==> config.mk <==
export PLATFORM = sky130hd
export DESIGN_NAME = lsu_bus_ctrl
export DESIGN_NICKNAME = d
export VERILOG_FILES = /design/src/rtl/lsu_pkg.sv /design/src/rtl/lsu_align.sv /design/src/rtl/lsu_bus_ctrl.sv
export SDC_FILE = /design/constraint.sdc
export NUM_CORES = 1
export LEC_CHECK = 0
export ABC_AREA = 1
export BUFFER_PORTS_ARGS = -buffer_cell sky130_fd_sc_hd__buf_2
export CAP_MARGIN = 20
export CORE_MARGIN = 1.5
export CORE_UTILIZATION = 50
export DETAILED_ROUTE_END_ITERATION = 6
export PLACE_DENSITY = 0.85
export RECOVER_POWER = 25
export SYNTH_ARGS = -nofsm -noshare
export SYNTH_HDL_FRONTEND = slang
export SYNTH_SLANG_ARGS = --single-unit
==> constraint.sdc <==
create_clock -name clk -period 4.2 [get_ports clk]
set_clock_uncertainty 0.05 [all_clocks]
set_input_delay 0.63 -clock clk [delete_from_list [all_inputs] [get_ports clk]]
set_output_delay 0.63 -clock clk [all_outputs]
set_load 0.05 [all_outputs]
==> src/rtl/lsu_pkg.sv <==
// Shared types and helpers for the load/store unit bus controller.
// Holds the FSM state encoding, RV32I load/store funct3 codes, the
// byte-enable generator and the load lane extraction/extension function.
package lsu_pkg;

  typedef enum logic [1:0] {IDLE, REQ, WAIT, DONE} lsu_state_e;

  localparam logic [2:0] F3_B  = 3'b000;
  localparam logic [2:0] F3_H  = 3'b001;
  localparam logic [2:0] F3_W  = 3'b010;
  localparam logic [2:0] F3_BU = 3'b100;
  localparam logic [2:0] F3_HU = 3'b101;

  // Byte enables for a store of the size encoded in funct3[1:0] at byte offset off.
  function automatic logic [3:0] be_gen(input logic [2:0] f3, input logic [1:0] off);
    case (f3[1:0])
      F3_B[1:0]: be_gen = 4'b0001 << off;
      F3_H[1:0]: be_gen = 4'b0011 << {off[1], 1'b0};
      default:   be_gen = 4'b1111;
    endcase
  endfunction

  // Pick the addressed byte/half lane out of a bus word and extend it to 32 bits.
  function automatic logic [31:0] load_extend(input logic [2:0] f3, input logic [1:0] off,
                                              input logic [31:0] word);
    logic [7:0]  b;
    logic [15:0] h;
    b = word[{off, 3'b000} +: 8];
    h = off[1] ? word[31:16] : word[15:0];
    case (f3)
      F3_B:    load_extend = {{24{b[7]}}, b};
      F3_BU:   load_extend = {24'b0, b};
      F3_H:    load_extend = {{16{h[15]}}, h};
      F3_HU:   load_extend = {16'b0, h};
      default: load_extend = word;
    endcase
  endfunction

endpackage

==> src/rtl/lsu_align.sv <==
// Combinational alignment logic for the load/store unit: access fault
// detection, store byte enables and lane replication, load extraction.
module lsu_align
  import lsu_pkg::*;
(
  input  logic        mem_we,
  input  logic [2:0]  funct3,
  input  logic [1:0]  addr_lo,
  input  logic [31:0] wdata,
  input  logic [2:0]  ld_funct3,
  input  logic [1:0]  ld_off,
  input  logic [31:0] bus_rdata,
  output logic        access_fault,
  output logic [3:0]  be,
  output logic [31:0] wdata_rep,
  output logic [31:0] ld_data
);

  logic misalign;
  logic bad_f3;

  // Flag misaligned halfword/word accesses and funct3 codes with no defined load/store.
  always_comb begin
    misalign = ((funct3[1:0] == F3_H[1:0]) && addr_lo[0]) ||
               ((funct3[1:0] == F3_W[1:0]) && (addr_lo != 2'b00));
    if (mem_we)
      bad_f3 = funct3[2];
    else
      bad_f3 = (funct3 == 3'b011) || (funct3 == 3'b110) || (funct3 == 3'b111);
    access_fault = misalign | bad_f3;
  end

  // Replicate the store data across every lane the slave could pick it up from.
  always_comb begin
    be = be_gen(funct3, addr_lo);
    case (funct3[1:0])
      F3_B[1:0]: wdata_rep = {4{wdata[7:0]}};
      F3_H[1:0]: wdata_rep = {2{wdata[15:0]}};
      default:   wdata_rep = wdata;
    endcase
  end

  // Extract the load lane using the funct3/offset latched when the request started.
  always_comb begin
    ld_data = load_extend(ld_funct3, ld_off, bus_rdata);
  end

endmodule

==> src/rtl/lsu_bus_ctrl.sv <==
// Load/store unit bus controller: turns the core's single-cycle memory
// request into a valid/grant/rvalid bus transaction and stalls the core
// until it completes. Optional macro LSU_TIMEOUT_EN adds a bus wait limit
// that ends a stuck transaction with a fault.
module lsu_bus_ctrl
  import lsu_pkg::*;
#(
  parameter int ADDR_W         = 32,
  parameter int TIMEOUT_CYCLES = 255
) (
  input  logic              clk,
  input  logic              reset,
  input  logic              mem_req,
  input  logic              mem_we,
  input  logic [2:0]        funct3,
  input  logic [ADDR_W-1:0] addr,
  input  logic [31:0]       wdata,
  output logic [31:0]       rdata,
  output logic              stall,
  output logic              fault,
  output logic              bus_req,
  output logic              bus_we,
  output logic [ADDR_W-1:0] bus_addr,
  output logic [3:0]        bus_be,
  output logic [31:0]       bus_wdata,
  input  logic              bus_gnt,
  input  logic              bus_rvalid,
  input  logic [31:0]       bus_rdata
);

  lsu_state_e  state;
  logic [2:0]  ld_funct3;
  logic [1:0]  ld_off;
  logic [31:0] rdata_q;
  logic        access_fault;
  logic        req_fault;
  logic [3:0]  be_next;
  logic [31:0] wdata_next;
  logic [31:0] ld_data;

  lsu_align u_align (
    .mem_we       (mem_we),
    .funct3       (funct3),
    .addr_lo      (addr[1:0]),
    .wdata        (wdata),
    .ld_funct3    (ld_funct3),
    .ld_off       (ld_off),
    .bus_rdata    (bus_rdata),
    .access_fault (access_fault),
    .be           (be_next),
    .wdata_rep    (wdata_next),
    .ld_data      (ld_data)
  );

  assign req_fault = (state == IDLE) && mem_req && access_fault;
  assign stall     = ((state == IDLE) && mem_req && !access_fault) ||
                     (state == REQ) || (state == WAIT);
  // A faulting access must hand the write-back mux zero, not stale data.
  assign rdata     = fault ? '0 : rdata_q;

`ifdef LSU_TIMEOUT_EN
  localparam int CNT_W = ($clog2(TIMEOUT_CYCLES + 1) > 8) ? $clog2(TIMEOUT_CYCLES + 1) : 8;
  logic [CNT_W-1:0] wait_cnt;
  logic             timeout_fault;
  logic             timeout_hit;

  assign timeout_hit = (wait_cnt == CNT_W'(TIMEOUT_CYCLES - 1));
  assign fault       = req_fault | timeout_fault;
`else
  assign fault = req_fault;

  // TIMEOUT_CYCLES has no effect unless the timeout build is selected.
  if (TIMEOUT_CYCLES < 1) begin : g_timeout_unused
  end
`endif

  // Transaction FSM; every bus-facing output is registered here.
  always_ff @(posedge clk or posedge reset) begin
    if (reset) begin
      state     <= IDLE;
      bus_req   <= 1'b0;
      bus_we    <= 1'b0;
      bus_addr  <= '0;
      bus_be    <= '0;
      bus_wdata <= '0;
      rdata_q   <= '0;
      ld_funct3 <= '0;
      ld_off    <= '0;
`ifdef LSU_TIMEOUT_EN
      wait_cnt      <= '0;
      timeout_fault <= 1'b0;
`endif
    end else begin
      case (state)
        IDLE: begin
          if (mem_req && !access_fault) begin
            bus_addr  <= {addr[ADDR_W-1:2], 2'b00};
            bus_be    <= be_next;
            bus_wdata <= wdata_next;
            bus_we    <= mem_we;
            ld_funct3 <= funct3;
            ld_off    <= addr[1:0];
            bus_req   <= 1'b1;
            state     <= REQ;
`ifdef LSU_TIMEOUT_EN
            wait_cnt  <= '0;
`endif
          end
        end
        REQ: begin
          if (bus_gnt) begin
            bus_req <= 1'b0;
            if (bus_we) begin
              state <= DONE;
            end else if (bus_rvalid) begin
              rdata_q <= ld_data;
              state   <= DONE;
            end else begin
              state <= WAIT;
            end
          end
`ifdef LSU_TIMEOUT_EN
          wait_cnt <= wait_cnt + 1'b1;
          if (timeout_hit && !(bus_gnt && (bus_we || bus_rvalid))) begin
            bus_req       <= 1'b0;
            rdata_q       <= '0;
            timeout_fault <= 1'b1;
            state         <= DONE;
          end
`endif
        end
        WAIT: begin
          if (bus_rvalid) begin
            rdata_q <= ld_data;
            state   <= DONE;
          end
`ifdef LSU_TIMEOUT_EN
          wait_cnt <= wait_cnt + 1'b1;
          if (timeout_hit && !bus_rvalid) begin
            rdata_q       <= '0;
            timeout_fault <= 1'b1;
            state         <= DONE;
          end
`endif
        end
        DONE: begin
          state <= IDLE;
`ifdef LSU_TIMEOUT_EN
          timeout_fault <= 1'b0;
`endif
        end
        default: state <= IDLE;
      endcase
    end
  end

endmodule

==> out/qor.txt <==
Crit. End Element: async pin
Worst Setup SP: reset
Dpl ws: 1.26 ns
Depth of the most critical reg-to-reg path: 8
Post-DR vias/cell: 4.91
DR iter-0 viols: 374
DPL Wire Length: 10900 µm
Number of remaining DRC errors: 0
Fmax: 337 MHz
Max VDD drop: 0.542 mV
Clk_lat worst skew: 0.33 ns
Post-Layout Cell Count: 1136
Die height: 110 µm
Distinct cells, synth: 28
Async SR Flop Fraction: 100%
Synthesized area: 0.00573 mm²
Fillers: 1015
# rows: 38
Post-CTS Hold Buffers: 0
Worst-path clk slew: 0.07 ns
Most used flip-flop cell after synthesis: dfrtp_1
Antenna-violating nets left: 0
Synth top area share: 46.7%
Initial antenna violation count: 1
Worst Path Arrival: 3.23 ns
H-tree depth: 3
Layout cells sized above 1: 24.6%
Core Footprint: 0.0110 mm²
Leak Pwr: 4.19 nW
Hold path depth: 2
# port buffers: 206
Area contributors post-synth: dfrtp_1 (47%), nand2_1 (20%), inv_1 (6.9%)
Pwr dens: 945 mW/mm²
Starting Density: 52.0%
Status: finished, violations left
TritonRoute pass-1 iters: 7
Setup Total Neg Slack: 0 ns
CP required: 4.47 ns
Hold WC Path Type: flip-flop to flip-flop
R2r endpoint: rdata_q[9]
Inst Count DP: 1118
Largest area contributor in the netlist: dfrtp_1
Number of post-CTS setup repair buffers: 0
Post-CTS Resized: 0
Vias: 5578
Ys Warns: 0
Synthesized instance count: 808
Post-Syn Area per Cell: 7.10 µm²
Sequential element share of the synthesized area: 46.7%
Hold endpoint: bus_addr[15]
GR Util All Layers: 25.1%
Final Slew Violations: 65
Tot Pwr: 6.63 mW
DR WL/cell: 13.2 µm
Hold Path Origin: bus_addr[15]
Vias in the first global route: 5167
CTS tree: done
IO Count: 209
Fin nets: 1099
Period minus WS final: 2.97 ns
Post-synth EDFFs: 0
Most common cell in the netlist: nand2_1
Worst r2r src: state[1]
Die Wd: 110 µm
Crit path kind: input pin to async pin
R2R Setup Slk: 1.43 ns
Final Worst Setup Slack: 1.23 ns
GRT overflow: 0
Final hold vios: 0
Synthesized flop and latch total: 107
Area grow syn2layout: 22.4%
Die area: 0.0121 mm²
CP Max Fanout: 64
Number of max-cap violations: 1
Worst Setup Start Kind: input pin
Failing checks: max-capacitance violations, max-slew violations
Worst-case clock buffer depth: 2
Largest net degree at the start of global routing: 93
Root buf cell: clkbuf_16
Unrepaired setup endpoints after global routing: no
Ratio of final minimum period to clock period: 70.7%
CTS sink cnt: 107
Worst-margin pin slew: 2.86 ns
First-pass GRT wire length: 23700 µm
Max_slew headroom: -91.9%
Setup violators final: 0
Total wire length: 15000 µm
Number of buffers created by CTS: 9
GP Congestion: 0.894
Commonest cells in the netlist: nand2_1 (311), dfrtp_1 (107), inv_1 (106), nor2_1 (68), nand3_1 (45)
[cell families (layout without fill, tap and decap cells)]
kind of cell,after synthesis,count (layout),synth area share (%)
AO/OA/AOI/OAI,94,94,8.86
adder cells (fa/ha/maj),4,4,0.873
buffers and inverters,151,337,11.7
flip-flops,107,107,46.7
other,1,3,0.0654
AND/OR/NAND/NOR,451,451,31.8
[metrics by stage]
step	area, µm²	util (%)	hold WS, ns
2_1_floorplan	5740	-	0.399
3_3_place_gp	6720	60.9	0.399
3_5_place_dp	6720	60.9	0.404
4_1_cts	7000	63.5	0.422
5_1_grt	7020	63.6	0.431
6_report	7020	63.6	0.419
[cell type report]
cell class / count / area (µm²) / area share (%)
clock buffers: 10 / 229 / 3.26
multi-input cells: 551 / 2390 / 34.0
repair buffers: 211 / 1080 / 15.4
flip-flops and latches: 107 / 2680 / 38.2
clock inverters: 6 / 48.8 / 0.695
well taps: 140 / 175 / 2.50
diodes: 1 / 2.50 / 0.0357
inverters: 110 / 419 / 5.97
[sequential cells by signal, indices dropped and copies added, names as in the netlist]
name / flops
bus_addr: 30
state: 2
bus_we: 1
bus_req: 1
bus_wdata: 32
ld_off: 2
rdata_q: 32
ld_funct3: 3
bus_be: 4
[placed cells by master (no fill, tap or decap), drive strengths merged]
cell type	synthesis	routed
o21ai	57	57
nand2	316	316
nand3	45	45
clkinv	0	2
conb	1	2
nand4	1	1
o211ai	4	4
clkinvlp	0	3
nor2	72	72
nor3	16	16
ha	4	4
diode	0	1
a21oi	31	31
dfrtp	107	107
nand3b	1	1
inv	110	111
a211oi	2	2
clkbuf	10	11
buf	31	210
[worst max path at each step]
| stage | slack [ns] | cells after the start | to |
|---|---|---|---|
| finish | 1.23 | 3 | bus_wdata[4] |
| CTS | 1.23 | 5 | fault |
| detailed placement | 1.26 | 8 | fault |
| global placement | 1.32 | 9 | fault |
| global route | 0.63 | 3 | ld_funct3[2] |
| floorplan | 0.70 | 1 | bus_addr[10] |
[critical path: stages]
cell and delay [ns]:
buf_2 0.10, clkinvlp_2 1.61, clkbuf_1 0.85
[power by group]
group	switching, mW	internal, mW
sequential	0.337	1.54
combinational	3.04	0.915
clock	0.391	0.409
total	3.77	2.87
[per-layer routing]
metal | wire [µm] | GRT usage (%)
met5 | 18 | 0
met1 | 6360 | 31.5
met2 | 7150 | 42.3
met4 | 288 | 9.00
met3 | 1230 | 5.88
No activity file was read; power rests on OpenSTA's default activity.
